**src/rtl/inst_mem_loader_if.sv**
```systemverilog
// rtl/inst_mem_loader_if.sv - UART byte input and instruction-memory write bundle for inst_mem_loader
interface inst_mem_loader_if #(
    parameter int len_data = 32
);
    logic                in_load_start;
    logic [7:0]          in_rx_data;
    logic                in_rx_done;
    logic [len_data-1:0] out_ins_to_mem;
    logic [len_data-1:0] out_addr_debug;
    logic                out_wea_ram_inst;
    logic                out_debug_flag;
    logic                out_load_done;
    logic                out_overflow;

    modport master (
        output in_load_start, in_rx_data, in_rx_done,
        input  out_ins_to_mem, out_addr_debug, out_wea_ram_inst,
               out_debug_flag, out_load_done, out_overflow
    );

    modport slave (
        input  in_load_start, in_rx_data, in_rx_done,
        output out_ins_to_mem, out_addr_debug, out_wea_ram_inst,
               out_debug_flag, out_load_done, out_overflow
    );
endinterface

```
**src/rtl/inst_mem_loader.sv**
```systemverilog
// rtl/inst_mem_loader.sv - assembles big-endian UART bytes into words and writes them to instruction memory
module inst_mem_loader #(
    parameter int                  len_data  = 32,
    parameter int                  ram_depth = 2048,
    parameter logic [len_data-1:0] halt_word = {len_data{1'b1}}
) (
    input  logic               clk,
    input  logic               reset,
    inst_mem_loader_if.slave   bus
);
    typedef enum logic [1:0] {ST_IDLE, ST_ASSEMBLE, ST_WRITE, ST_DONE} state_t;

    localparam logic [len_data-1:0] LAST_ADDR = len_data'(ram_depth - 1);

    state_t              state_q, state_d;
    logic [1:0]          cnt_q, cnt_d;
    logic [len_data-1:0] shift_q, shift_d;
    logic [len_data-1:0] word_q, word_d;
    logic [len_data-1:0] addr_q, addr_d;
    logic                ovf_q, ovf_d;
    logic [len_data-1:0] shifted;

    assign shifted = {shift_q[len_data-9:0], bus.in_rx_data};

    always_ff @(posedge clk or posedge reset) begin
        if (reset) begin
            state_q <= ST_IDLE;
            cnt_q   <= 2'd0;
            shift_q <= '0;
            word_q  <= '0;
            addr_q  <= '0;
            ovf_q   <= 1'b0;
        end else begin
            state_q <= state_d;
            cnt_q   <= cnt_d;
            shift_q <= shift_d;
            word_q  <= word_d;
            addr_q  <= addr_d;
            ovf_q   <= ovf_d;
        end
    end

    always_comb begin
        state_d = state_q;
        cnt_d   = cnt_q;
        shift_d = shift_q;
        word_d  = word_q;
        addr_d  = addr_q;
        ovf_d   = ovf_q;
        unique case (state_q)
            ST_IDLE, ST_DONE: begin
                if (bus.in_load_start) begin
                    state_d = ST_ASSEMBLE;
                    cnt_d   = 2'd0;
                    addr_d  = '0;
                    ovf_d   = 1'b0;
                end
            end
            ST_ASSEMBLE: begin
                if (bus.in_rx_done) begin
                    shift_d = shifted;
                    cnt_d   = cnt_q + 2'd1;
                    if (cnt_q == 2'd3) begin
                        word_d  = shifted;
                        state_d = ST_WRITE;
                    end
                end
            end
            ST_WRITE: begin
                if (word_q == halt_word) begin
                    state_d = ST_DONE;
                end else if (addr_q == LAST_ADDR) begin
                    state_d = ST_DONE;
                    ovf_d   = 1'b1;
                end else begin
                    state_d = ST_ASSEMBLE;
                    addr_d  = addr_q + 1'b1;
                    // A byte landing during the write pulse starts the next word.
                    if (bus.in_rx_done) begin
                        shift_d = shifted;
                        cnt_d   = cnt_q + 2'd1;
                    end
                end
            end
            default: state_d = ST_IDLE;
        endcase
    end

    // Strobes decode straight from state so an asynchronous reset drops them at once.
    assign bus.out_wea_ram_inst = (state_q == ST_WRITE);
    assign bus.out_debug_flag   = (state_q == ST_ASSEMBLE) || (state_q == ST_WRITE);
    assign bus.out_load_done    = (state_q == ST_DONE);
    assign bus.out_overflow     = ovf_q;
    assign bus.out_ins_to_mem   = word_q;
    assign bus.out_addr_debug   = addr_q;
endmodule

```
**src/flat_wrapper.sv**
```systemverilog
// flat-port wrapper written by rule: the top's interface ports become plain ports
module inst_mem_loader_flat 
#(
    parameter int                  len_data  = 32,
    parameter int                  ram_depth = 2048,
    parameter logic [len_data-1:0] halt_word = {len_data{1'b1}}
)
  (clk, reset, bus_in_load_start, bus_in_rx_data, bus_in_rx_done, bus_out_ins_to_mem, bus_out_addr_debug, bus_out_wea_ram_inst, bus_out_debug_flag, bus_out_load_done, bus_out_overflow);
  inst_mem_loader_if #(.len_data(len_data)) bus_i ();
  input  logic clk;
  input  logic reset;
  input wire logic [$bits(bus_i.in_load_start)-1:0] bus_in_load_start;
  input wire logic [$bits(bus_i.in_rx_data)-1:0] bus_in_rx_data;
  input wire logic [$bits(bus_i.in_rx_done)-1:0] bus_in_rx_done;
  output wire logic [$bits(bus_i.out_ins_to_mem)-1:0] bus_out_ins_to_mem;
  output wire logic [$bits(bus_i.out_addr_debug)-1:0] bus_out_addr_debug;
  output wire logic [$bits(bus_i.out_wea_ram_inst)-1:0] bus_out_wea_ram_inst;
  output wire logic [$bits(bus_i.out_debug_flag)-1:0] bus_out_debug_flag;
  output wire logic [$bits(bus_i.out_load_done)-1:0] bus_out_load_done;
  output wire logic [$bits(bus_i.out_overflow)-1:0] bus_out_overflow;
  assign bus_i.in_load_start = bus_in_load_start;
  assign bus_i.in_rx_data = bus_in_rx_data;
  assign bus_i.in_rx_done = bus_in_rx_done;
  assign bus_out_ins_to_mem = bus_i.out_ins_to_mem;
  assign bus_out_addr_debug = bus_i.out_addr_debug;
  assign bus_out_wea_ram_inst = bus_i.out_wea_ram_inst;
  assign bus_out_debug_flag = bus_i.out_debug_flag;
  assign bus_out_load_done = bus_i.out_load_done;
  assign bus_out_overflow = bus_i.out_overflow;
  inst_mem_loader #(.len_data(len_data), .ram_depth(ram_depth), .halt_word(halt_word)) u_core (.clk(clk), .reset(reset), .bus(bus_i));
endmodule
```
**config.mk**
```make
export PLATFORM = sky130hd
export DESIGN_NAME = inst_mem_loader_flat
export DESIGN_NICKNAME = d
export VERILOG_FILES = /design/src/rtl/inst_mem_loader_if.sv /design/src/rtl/inst_mem_loader.sv /design/src/flat_wrapper.sv
export SDC_FILE = /design/constraint.sdc
export NUM_CORES = 1
export LEC_CHECK = 0
export ABC_AREA = 1
export BUFFER_PORTS_ARGS = -buffer_cell sky130_fd_sc_hd__buf_2
export CORE_MARGIN = 5
export CORE_UTILIZATION = 40
export DETAILED_ROUTE_END_ITERATION = 8
export HOLD_SLACK_MARGIN = 0.05
export PLACE_DENSITY_LB_ADDON = 0.05
export SETUP_SLACK_MARGIN = 0.1
export SLEW_MARGIN = 20
export SYNTH_ARGS = -nofsm -noshare
export SYNTH_HDL_FRONTEND = slang
export SYNTH_SLANG_ARGS = --single-unit
```
**constraint.sdc**
```tcl
create_clock -name clk -period 3.95 [get_ports clk]
set_input_delay 0.5925 -clock clk [delete_from_list [all_inputs] [get_ports clk]]
set_output_delay 0.5925 -clock clk [all_outputs]
set_load 0.05 [all_outputs]
```
# Word level (Yosys, flattened, before mapping)
# Index checks and enable logic that the tools add are counted.
totals:
  reg_bits: 101
  in_bits: 12
  out_inout_bits: 68
  wordCells: 54
classes:
  addsub: 2
  n_eq_ne: 12
  n_mux: 23
  reduce_logical: 11
op_table:
  columns: ["op", "n"]
  rows:
  - ["32-bit 2-to-1 mux", 6]
  - ["32-bit one-hot mux with 2 select lines", 2]
  - ["32-bit by 1-bit adder with 32-bit output, second input constant", 1]
  - ["32-bit by 11-bit == test with 1-bit output, second input constant", 1]
  - ["32-bit == test, second input constant", 1]
  - ["2-bit 2-to-1 mux", 9]
  - ["2-bit one-hot mux with 3 select lines", 2]
  - ["3-bit AND reduction", 4]
  - ["2-bit != test, second input constant", 4]
  - ["4-bit AND reduction", 2]
  - ["2-bit == test, second input constant", 3]
  - ["2-bit by 1-bit != test with 1-bit output, second input constant", 2]
  - ["2-bit nonzero test", 2]
  - ["1-bit 2-to-1 mux", 3]
  - ["2-bit by 1-bit adder with 2-bit output, second input constant", 1]
  - ["2-bit by 1-bit == test with 1-bit output, second input constant", 1]
  - ["2-bit logical NOT", 1]
  - ["1-bit one-hot mux with 2 select lines", 1]
  - ["2-bit OR reduction", 1]
  - ["1-bit logical OR", 1]

# Longest topological paths before layout
# Gate-level depths: netlist of the first run.
logic_depth:
  depth_word: 5
  ltp_mapped: 11
  depth_no_buf: 11

# Worst setup path after synthesis of the first run
# Ideal clock, no wire load.
synth_path:
  path_type: "flip-flop to flip-flop"
  from: "reg u_core.addr_q[0] (netlist: u_core.bus.out_addr_debug[0])"
  to: "reg u_core.cnt_q[0]"
  setup_ps: 117
  arrival_ps: 2008
  required_ps: 3833
  path_slack_ps: 1824
  path_stages_with_launch: 11
  n_path_buf: 2
  synth_period_minus_slack_ps: 2126
  path_cell_list: "dfrtp_1 -> ha_1 -> nand2_2 -> nor2_4 -> nand2_4 -> nor2_8 -> nand3_4 -> buf_6 -> buf_6 -> nand4_1 -> nand2_1"
synth_via:
  elab_chain_len: 3
synth_rtl:
  columns: ["item", "line_no", "source"]
  rows:
  - ["from (decl)", "inst_mem_loader.sv:19", "logic [len_data-1:0] addr_q, addr_d;"]
  - ["from (signal assigned)", "inst_mem_loader.sv:38", "addr_q <= addr_d;"]
  - ["32-bit by 11-bit == test with 1-bit output", "inst_mem_loader.sv:72", "end else if (addr_q == LAST_ADDR) begin"]
  - ["2-bit != test (no source line)", null, null]
  - ["3-bit AND reduction (no source line)", null, null]
  - ["to (signal assigned)", "inst_mem_loader.sv:35", "cnt_q <= cnt_d;"]
  - ["to (decl)", "inst_mem_loader.sv:16", "logic [1:0] cnt_q, cnt_d;"]
# Every way passes these cells.
# A chain may end at the register's enable or synchronous reset.

# Worst setup path after layout of the first run
layout_path:
  from: "reg u_core.state_q[0]"
  to: "reg u_core.addr_q[6] (netlist: u_core.bus.out_addr_debug[6])"
layout_via:
  elab_chain_len: 4
  word_cells_on_any_way: 10
  classes_between: "eq/ne: 5; mux: 1; reduce/logical: 4"
layout_rtl:
  columns: ["item", "line_no", "source"]
  rows:
  - ["from (decl)", "inst_mem_loader.sv:15", "state_t state_q, state_d;"]
  - ["from (signal assigned)", "inst_mem_loader.sv:34", "state_q <= state_d;"]
  - ["2-bit == test or 2-bit logical NOT (tied branches)", "inst_mem_loader.sv:50", "unique case (state_q)"]
  - ["2-bit OR reduction", "inst_mem_loader.sv:50", null]
  - ["2-bit != test (no source line) or 2-bit nonzero test (tied branches)", null, null]
  - ["4-bit AND reduction (no source line)", null, null]
# Parallel ways exist; a longest one is shown, timed or not.

==> results of run 1 <==
==> metal layers <==
metal | vias to the layer above | part of all wire | GRT usage
li1 | 2232 | - | -
met1 | 2099 | 0.51 | 0.302
met2 | 101 | 0.41 | 0.278
met3 | 13 | 0.062 | 0.0323
met4 | 0 | 0.015 | 0.0616
met5 | - | 0 | 0
==> flip-flops by register name, summed over array words and instances, names as in the netlist <==
| name | cells |
|---|---|
| u_core.bus.out_addr_debug | 32 |
| u_core.shift_q | 24 |
| u_core.cnt_q | 2 |
| u_core.bus.out_ins_to_mem | 32 |
| u_core.bus.out_overflow | 1 |
| u_core.state_q | 2 |
==> area by class of cell <==
class | instances | area share
clock inverter | 5 | 0.0102
multi-input combinational | 511 | 0.419
timing repair buffer | 85 | 0.0751
clock buffer | 10 | 0.0391
tap | 172 | 0.0367
sequential | 93 | 0.397
inverter | 36 | 0.0233
==> power by group through the flow <==
| stage | Clock [mW] | Combinational (mW) | Sequential [mW] |
|---|---|---|---|
| after global routing | 0.932 | 1.66 | 1.43 |
| after CTS | 0.894 | 1.53 | 1.40 |
| after floorplan | 0 | 0.809 | 1.80 |
| after detailed placement | 0 | 1.53 | 1.42 |
| after global placement | 0 | 1.52 | 1.41 |
| final | 0.865 | 1.51 | 1.40 |
==> logic make-up after synthesis <==
kind of cell	count (synthesis)
buffers and inverters	58
XOR/XNOR	13
AO/OA/AOI/OAI	6
adder cells (fa/ha/maj)	5
flip-flops	93
AND/OR/NAND/NOR	455
multiplexers	32
==> worst max-delay path, stage by stage (launching register included) <==
cell,delay (ns)
dfrtp_1,0.40
inv_1,0.06
ha_1,0.31
inv_2,0.52
a21oi_1,0.20
nand2_1,0.17
inv_2,0.07
nand2_2,0.49
nand2_1,0.12
nand2_1,0.09
==> synth_stat cells (all sizes together) <==
cell    instances  share of area
nor2          116          0.092
dfrtp          93           0.46
nand4          28          0.035
buf            17          0.025
nand2         282           0.21
mux2           32          0.071
o21ai           2         0.0020
xor2            5         0.0087
ha              5          0.012
clkbuf          5         0.0037
xnor2           8          0.014
inv            36          0.027
a21oi           4         0.0040
nor3            1         0.0020
nand3          27          0.030
nor3b           1         0.0015
==> final timing paths <==
check                                    from                       endpoint  depth (start not counted)
max in group asynchronous               reset              u_core.shift_q[1]                          3
min in group clk           u_core.shift_q[23]             u_core.shift_q[23]                          2
max reg2reg                 u_core.state_q[0]   u_core.bus.out_addr_debug[6]                          9
min                                     reset  u_core.bus.out_addr_debug[22]                          2
min reg2reg                u_core.shift_q[23]             u_core.shift_q[23]                          2
max                         u_core.state_q[0]   u_core.bus.out_addr_debug[6]                          9
==> per-stage QoR <==
stage / cell area [um^2] / cells / power (mW) / hold WS (ns) / setup WS (ns)
after CTS: 5860 / 912 / 3.83 / 0.408 / 1.41
final: 5860 / 912 / 3.78 / 0.372 / 1.45
after global routing: 5860 / 912 / 4.02 / 0.459 / 1.15
after floorplan: 5060 / 662 / 2.61 / 0.438 / 0.937
after global placement: 5570 / 897 / 2.93 / 0.452 / 1.43
after detailed placement: 5570 / 897 / 2.95 / 0.463 / 1.43
==> impl_metrics.ini, run 1 <==
[status]
status = complete, no violations

[logic_synthesis]
mappedNetlistArea_mm2 = 0.00506
synth-simple-area-share = 0.373
synth_adder_area_share = 0.0124
ys_seq_elements = 93
synth-xor-area-share = 0.0225
ys_types = 27
syn_inst = 662
synth_top_family_by_area = simple AND/OR/NAND/NOR gates
synth-seq-area-share = 0.460
synthesis.nets = 679
syn-mean-instance-area_um2 = 7.64
synthMuxAreaShare = 0.0712
synth-warning-count = 0
synth-compound-area-share = 0.00594

[clock_tree]
cts_tree = yes
clkTransAtPathRegs_ns = 0.07
hold_buffers = 0
cts-root-buf = clkbuf_16
clock_path_buffers = 2
cts_buffers = 9
h-tree-depth = 3
clock_sinks = 93
post_cts_buffers = 0
postCtsResizedCells = 0
insertion_delay_ns = 0.34

[detailed_routing]
routed_wl_um = 13700
drc = 0
drt_iter0_drc = 252
via_per_inst = 4.87
postRouteAntennaNets = 0
via_count = 4445
drt-wirelength-per-cell_um = 15.1
firstDrtPassIters = 4

[setup_path]
ff2ff_setup_slack_ns = 1.45
cp.required_ns = 4.23
start_kind = flip-flop
crit_fanout = 33
endpoint_kind = flip-flop
crit_type = reg -> reg
crit_arrival_ns = 2.78

[sta]
setup_tns_ns = 0
finalMaxSlewViolations = 0
fin_crit_sh = 0.632
hold_viol = 0
rsz0062_at_grt = no
period_minus_slack_ns = 2.50
achievable-frequency_mhz = 400
skew_ns = 0.00752
worstMarginPinSlew_ns = 0.805
finalSetupViolations = 0
relSlewSlack = 0.462

[power]
switchingPower_mw = 1.70
switching_share = 0.449
p_int_mw = 2.08
power.density_mw_per_mm2 = 644
combPwrFrac = 0.401
ir_drop_mv = 0.665
cellLeakagePower_nw = 2.98
p_seq_frac = 0.370
p_clk_frac = 0.229

[global_route]
grt_pass1_vias = 4248
grt_max_degree = 46
grt_pass1_wl_um = 22800
grt-ovfl-total = 0
antenna_found_initial = 0
grt_use_total = 0.196

[cells_and_area]
layout-drive-gt1-share = 0.204
mostFrequentLayoutCell = nand2_1
syn2layout_area_growth_pct = 15.9
multiInputGateArea_mm2 = 0.00245
antenna_cells = 0
register_area_mm2 = 0.00233
nets = 753
final_cell_mix = nand2_1 (278), nor2_1 (110), dfrtp_1 (93)
post-route-util = 0.468
fillers = 1337

[die]
fp.dieArea_mm2 = 0.0150
die_w_um = 122
initial_core_util = 0.404
boundaryPins = 80
chipHeight_um = 122
coreArea_mm2 = 0.0125
rows = 41

[place]
place_congestion = 0.919
portBuffers = 79
dp_hpwl_um = 10000

[run]
drv_cap = 0

[worst_hold_path]
hold_path.class = in -> async
No activity file was read; power rests on OpenSTA's default activity.
==> run 2, diff against run 1 <==
==> constraint.sdc (replaced) <==
create_clock -name clk -period 2.1 [get_ports clk]
set_input_delay 0.315 -clock clk [delete_from_list [all_inputs] [get_ports clk]]
set_output_delay 0.315 -clock clk [all_outputs]
set_load 0.05 [all_outputs]
==> impl_metrics.ini, run 2 (synthesis results as in run 1) <==
[place]
dp_hpwl_um = 10300
place_congestion = 0.948
portBuffers = 79
post-place-ws_ns = 0.208
dp_cells = 917

[setup_path]
cp_slowest_cell = dfrtp_1
crit_fanout = 5
crit-reg2reg-launch = u_core.state_q[0]
endpoint_kind = output pin
crit_start = u_core.state_q[0]
crit_chain = inv_1 -> ha_2 -> clkinvlp_4 -> buf_2
crit_type = reg -> out
slowest_delay_ns = 0.39
cp.required_ns = 1.78
start_kind = flip-flop
crit_arrival_ns = 1.60

[power]
cellLeakagePower_nw = 3.10
power.density_mw_per_mm2 = 1210
ir_drop_mv = 0.885

[cells_and_area]
stdcell_count = 936
layout-drive-gt1-share = 0.238
nets = 777
final_cell_mix = nand2_1 (277), nor2_1 (109), dfrtp_1 (91)
syn2layout_area_growth_pct = 21.6
mostFrequentLayoutCell = nand2_1
fillers = 1327
antenna_cells = 0

[detailed_routing]
routed_wl_um = 13900
via_count = 4496
drc = 0
postRouteAntennaNets = 0
drt_iter0_drc = 410
drt-wirelength-per-cell_um = 14.9
firstDrtPassIters = 5
via_per_inst = 4.80

[clock_tree]
insertion_delay_ns = 0.34
h-tree-depth = 3
cts_tree = yes
cts-root-buf = clkbuf_16
clkTransAtPathRegs_ns = 0.07
clock_sinks = 93
clock_path_buffers = 2
cts_buffers = 9

[die]
chipHeight_um = 122
boundaryPins = 80
rows = 41
initial_core_util = 0.404
coreArea_mm2 = 0.0125
fp.dieArea_mm2 = 0.0150
die_w_um = 122

[global_route]
grt-ovfl-total = 0
grt_use_total = 0.195
antenna_found_initial = 0
grt_max_degree = 33
grt_pass1_vias = 4265
grt_pass1_wl_um = 22800

[sta]
period_minus_slack_ns = 1.92
hold_viol = 0
worstMarginPinSlew_ns = 0.520
fin_crit_sh = 0.913
skew_ns = 0.00911
finalSetupViolations = 0
setup_tns_ns = 0
achievable-frequency_mhz = 522
relSlewSlack = 0.653
rsz0062_at_grt = yes
final.setup.worst_slack_ns = 0.183
finalMaxSlewViolations = 0

[worst_hold_path]
worstHoldStart = bus_in_rx_data[5]
hold_path.class = in -> reg

[status]
status = complete, no violations

[run]
drv_cap = 0
## run 2: path summary, 6_finish.rpt
check,endpoint,cells past startpoint,slack [ns]
min in group asynchronous,u_core.shift_q[16],3,0.56
hold / removal,u_core.bus.out_ins_to_mem[5],2,0.23
hold reg to reg,u_core.shift_q[19],2,0.47
max in group asynchronous,u_core.bus.out_addr_debug[5],4,0.93
setup reg to reg,u_core.bus.out_addr_debug[23],9,0.22
setup / recovery,bus_out_debug_flag,4,0.18
## run 2: worst max-delay path: cells and delay by family (launching register included)
family                   cells  cell delay [ns]
flip-flops                   1             0.39
buffers and inverters        3             0.49
adder cells (fa/ha/maj)      1             0.38
## run 2: layer usage
metal  vias to the layer above  track usage  share of wire
met5                         -            0              0
met4                         0       0.0462          0.010
met3                        12       0.0295          0.055
met2                       113        0.278           0.43
met1                      2090        0.309           0.51
li1                       2281            -              -
## run 2: area by class of cell
cell class / instances / area [um^2] / area share
inverter: 36 / 143 / 0.0232
multi-input combinational: 511 / 2500 / 0.406
clock inverter: 5 / 61.3 / 0.00997
timing repair buffer: 109 / 676 / 0.110
clock buffer: 10 / 229 / 0.0372
tap: 172 / 215 / 0.0350
sequential: 93 / 2330 / 0.379
## run 2: per-stage QoR
stage	util	hold slack, ns	area (um^2)	total power, mW
after global placement	0.461	0.382	5770	5.62
after detailed placement	0.461	0.383	5770	5.67
after floorplan	-	0.438	5070	4.94
after global routing	0.491	0.232	6150	7.90
final	0.491	0.231	6150	7.43
after CTS	0.485	0.220	6070	7.31
## run 2: repair_timing
action                                  4_1_cts  5_1_grt
endpoints found under the setup margin        0       56
setup buffers                                 0        2
gates resized for setup                       0       14
hold endpoints to repair                     19        0
hold buffers                                  1        0
## run 2: where the power goes
part	total, mW	internal [mW]	switching, mW
Sequential	2.63	2.27	0.364
Combinational	3.18	0.937	2.24
Clock	1.63	0.921	0.706
